### src/rtl/flasher_datapath.sv
// Datapath for the LED flasher: registered main state, saturating 5-bit counter,
// flick button synchronizer, kickback decode and a thermometer-coded LED register.
module flasher_datapath #(
  parameter int SYNC_STAGES = 2,
  parameter int LED_NUM     = 16
) (
  input  logic               clk,
  input  logic               rst,
  input  logic               flick_in,
  input  logic [2:0]         main_state_n,
  input  logic [4:0]         counter_load,
  input  logic               counter_load_en,
  input  logic [1:0]         count_state,
  output logic [2:0]         main_state,
  output logic [4:0]         counter,
  output logic               flick,
  output logic               kickback_match,
  output logic [LED_NUM-1:0] led
);

  typedef enum logic [2:0] {
    INIT       = 3'd0,
    ONLED0_15  = 3'd1,
    OFFLED15_5 = 3'd2,
    ONLED5_10  = 3'd3,
    OFFLED10_0 = 3'd4,
    ONLED0_5   = 3'd5,
    OFFLED5_0  = 3'd6
  } state_e;

  localparam logic [1:0] COUNT_UP_EN   = 2'd1;
  localparam logic [1:0] COUNT_DOWN_EN = 2'd2;

  state_e                   state_q, state_d;
  logic [4:0]               counter_q, counter_d;
  logic [LED_NUM-1:0]       led_q, led_d;
  logic [SYNC_STAGES-1:0]   sync_q, sync_d;

  // Encoding 7 is not a legal state; fall back to INIT.
  always_comb begin
    state_d = INIT;
    if (main_state_n != 3'd7) state_d = state_e'(main_state_n);
  end

  // Load has priority over counting; count_state=3 behaves as disabled.
  always_comb begin
    counter_d = counter_q;
    if (counter_load_en) begin
      counter_d = counter_load;
    end else if (count_state == COUNT_UP_EN) begin
      if (counter_q != 5'd31) counter_d = counter_q + 5'd1;
    end else if (count_state == COUNT_DOWN_EN) begin
      if (counter_q != 5'd0) counter_d = counter_q - 5'd1;
    end
  end

  // LEDs are built from next-cycle values so they line up with counter/state.
  always_comb begin
    led_d = '0;
    if (state_d != INIT) begin
      for (int i = 0; i < LED_NUM; i++) begin
        led_d[i] = (counter_d > 5'(i));
      end
    end
  end

  always_comb begin
    sync_d = {sync_q[SYNC_STAGES-2:0], flick_in};
  end

  always_ff @(posedge clk) begin
    if (rst) begin
      state_q   <= INIT;
      counter_q <= '0;
      led_q     <= '0;
      sync_q    <= '0;
    end else begin
      state_q   <= state_d;
      counter_q <= counter_d;
      led_q     <= led_d;
      sync_q    <= sync_d;
    end
  end

  assign main_state = state_q;
  assign counter    = counter_q;
  assign led        = led_q;
  assign flick      = sync_q[SYNC_STAGES-1];

  // Decoded only from registers, so flick_in never reaches an output combinationally.
  assign kickback_match = flick &&
                          (((state_q == OFFLED15_5) && (counter_q == 5'd5)) ||
                           ((state_q == OFFLED10_0) && (counter_q == 5'd0)));

endmodule

### config.mk
export PLATFORM = sky130hd
export DESIGN_NAME = flasher_datapath
export DESIGN_NICKNAME = d
export VERILOG_FILES = /design/src/rtl/flasher_datapath.sv
export SDC_FILE = /design/constraint.sdc
export NUM_CORES = 1
export LEC_CHECK = 0
export ABC_CLOCK_PERIOD_IN_PS = 2800
export CAP_MARGIN = 10
export CORE_MARGIN = 2
export CORE_UTILIZATION = 45
export DETAILED_ROUTE_END_ITERATION = 7
export GPL_TIMING_DRIVEN = 0
export PLACE_DENSITY = 0.79
export SETUP_SLACK_MARGIN = 0.3
export SLEW_MARGIN = 10
export SYNTH_ARGS = -nofsm -noshare
export SYNTH_HDL_FRONTEND = slang
export SYNTH_SLANG_ARGS = --single-unit
### constraint.sdc
create_clock -name clk -period 2.8 [get_ports clk]
set_input_delay 0.56 -clock clk [delete_from_list [all_inputs] [get_ports clk]]
set_output_delay 0.56 -clock clk [all_outputs]
set_load 0.05 [all_outputs]
==> flow_metrics.py <==
metrics = {
    "clock_network": {
        "path_clk_slew_ns": 0.13,
        "clkSinkCount": 26,
        "hold_buffers": 0,
        "h-tree-depth": 1,
        "clock_latency_ns": 0.32,
        "cts_buffer_depth": 2,
        "cts_buffers": 3,
        "cts_tree": "built",
        "cts_root_buffer": "clkbuf_4",
    },
    "synth": {
        "yosysMostFrequentCell": "dfxtp_1",
        "yosysTopAreaCell": "dfxtp_1",
        "yosysSeqAreaShare_pct": 42.7,
        "ys_top_cells_by_area": "dfxtp_1, nor2_1, a211oi_1",
        "synth-edff-count": 0,
        "synth-seq-cells": 26,
        "synth_common_cells": "dfxtp_1, nor2_1, inv_1",
        "synth_area_per_cell_sq_um": 9.17,
        "ys_types": 44,
        "ys.flop_type": "dfxtp_1",
        "netlist_instances": 133,
        "async_flop_share_pct": 0,
        "ys.warnings.count": 0,
        "synth_top_area_share_pct": 42.7,
        "netlist_area_sq_um": 1220,
        "syn_nets": 150,
    },
    "routing": {
        "post_drt_wl_per_cell_um": 14.5,
        "drtAntennaViolNets": 0,
        "drc": 0,
        "num_vias": 1131,
        "viasPerCell": 5.52,
        "first_pass_iters": 4,
        "drt-initial-drc-count": 10,
        "routed_wl_um": 2970,
    },
    "status": {
        "status": "finished clean",
    },
    "power": {
        "p_per_area_nw_per_um2": 593,
        "seqPwrFrac_pct": 42.4,
        "peakVddDrop_v": 0.000562,
        "p_clk_share_pct": 18.5,
        "intPower_mw": 0.637,
        "leakage_nw": 0.687,
        "combPwrFrac_pct": 39.2,
        "swShare_pct": 37.2,
        "p_sw_mw": 0.377,
    },
    "cells_and_area": {
        "syn2layout_area_growth_pct": 40.3,
        "fillCellCount": 218,
        "layout.nets": 193,
        "layoutNonFillerInstCount": 205,
        "drive_gt1_share_pct": 13.7,
        "multi_input_area_sq_um": 653,
        "ff_latch_area_sq_um": 526,
        "antenna_cells": 0,
    },
    "placed_design": {
        "port_buffers": 38,
        "dp.cells": 201,
        "dp_hpwl_um": 2290,
        "gp_congestion": 0.834,
    },
    "floorplanning": {
        "start_util_pct": 48.4,
        "die_height_um": 56.1,
        "io_pins": 40,
        "fp-row-count": 18,
        "fp.coreArea_sq_um": 2520,
        "die_x_um": 56.1,
        "dieArea_sq_um": 3140,
    },
    "setup_path": {
        "crit_start": "counter[0]",
        "arrival_ns": 1.80,
        "critPathMaxStageDelay_ns": 0.40,
        "reg2reg_to": "led[12]",
        "cp.required_ns": 2.24,
        "reg2regPathDepth": 8,
        "crit_chain": "inv_1 -> ha_2 -> nor4b_2 -> a41oi_1 -> nor4b_4 -> buf_6",
        "reg2reg_from": "counter[0]",
        "critPathCaptureType": "output port",
        "cp_max_fo": 9,
        "cp-start-kind": "register",
        "reg2reg_slack_ns": 0.50,
        "crit_type": "register to output port",
        "slowest_stage": "dfxtp_4",
    },
    "timing": {
        "min_period_ns": 2.36,
        "hold_violations": 0,
        "max_freq_ghz": 0.424,
        "rsz0062_at_grt": "no",
        "slew_headroom_pct": 65.9,
        "drv_slew": 0,
        "tns_ns": 0,
        "worst_pin_slew_ns": 0.510,
        "setup_viol": 0,
        "fin_crit_sh_pct": 84.2,
        "clock_skew_ns": 0.00108,
    },
    "grt": {
        "grt_pass1_vias": 1098,
        "grt_max_degree": 15,
        "antenna_found_initial": 0,
        "grt_pass1_wl_um": 5120,
        "grt_overflow": 0,
        "grt.total_usage_pct": 20.5,
    },
    "worst_hold_path": {
        "worstHoldEndpoint": "sync_q[1]",
        "hold_depth": 1,
        "hold_start": "sync_q[0]",
        "min_path_type": "register to register",
    },
    "job": {
        "maxCapViolCount": 0,
    },
}
-- how the worst max path moves through the flow --
stage,endpoint,cells after the start
after detailed placement,kickback_match,6
after global routing,led[1],8
final,kickback_match,6
after CTS,kickback_match,6
after global placement,kickback_match,6
after floorplan,kickback_match,4
-- layout make-up --
| class | count | share of cell area, % |
|---|---|---|
| clock buffer | 4 | 2.12 |
| sequential | 26 | 30.7 |
| buffer | 7 | 2.34 |
| multi-input combinational | 90 | 38.2 |
| timing repair buffer | 38 | 22.3 |
| tap | 30 | 2.19 |
| inverter | 10 | 2.19 |
-- sequential cells by signal, indices dropped and copies added, names as in the netlist --
signal / count
led: 16
sync_q: 2
counter: 5
main_state: 3
-- timing repair --
action / 4_1_cts / 5_1_grt
endpoints found under the setup margin: 1 / 11
resized for setup: 8 / 5
pin swaps: 0 / 1
setup buffers: 0 / 0
gates cloned: 0 / 0
-- power by group through the flow --
stage               Sequential, mW  Combinational (mW)  Clock, mW
floorplan                    0.570               0.133          0
global placement             0.437               0.387          0
detailed placement           0.438               0.392          0
CTS                          0.430               0.394      0.195
global route                 0.435               0.424      0.208
finish                       0.430               0.397      0.187
-- cell families after synthesis --
group	share of synthesized area [%]
AO/OA/AOI/OAI	20.8
adder cells (fa/ha/maj)	3.08
multiplexers	2.46
AND/OR/NAND/NOR	23.2
flip-flops	42.7
XOR/XNOR	1.44
buffers and inverters	6.36
-- stage by stage --
stage | hold slack (ns) | util [%] | setup WS, ns | cell area (sq um) | power [mW]
floorplan | 0.414 | - | 0.431 | 1240 | 0.703
global placement | 0.428 | 65.6 | 0.0632 | 1660 | 0.824
detailed placement | 0.453 | 65.6 | 0.0214 | 1660 | 0.831
CTS | 0.474 | 67.4 | 0.321 | 1700 | 1.02
global route | 0.482 | 67.9 | 0.316 | 1710 | 1.07
finish | 0.469 | 67.9 | 0.443 | 1710 | 1.01
-- routing by layer --
metal	GRT usage, %	up-vias	wire (um)
met5	0	-	0
met4	6.12	0	37
met3	5.12	4	121
met2	35.8	25	1490
met1	24.6	540	1320
li1	-	562	-
-- layout by cell type, fill, tap and decap left out, types with 4 or more instances in the layout --
master,count
nor3_1,4
inv_1,9
nand2_1,5
and3_1,4
a31oi_1,5
nor2_1,12
o21ai_0,4
a21oi_1,5
clkdlybuf4s50_1,37
dfxtp_1,24
a211oi_1,5
-- worst max-delay path: cells and delay by family, from the launching register on --
kind | cells | cell delay [ns]
AOI/OAI and AO/OA | 1 | 0.10
and+or+nand+nor | 2 | 0.45
buffers and inverters | 2 | 0.30
DFF | 1 | 0.40
adders and majority gates | 1 | 0.22
No activity file was read; power rests on OpenSTA's default activity.
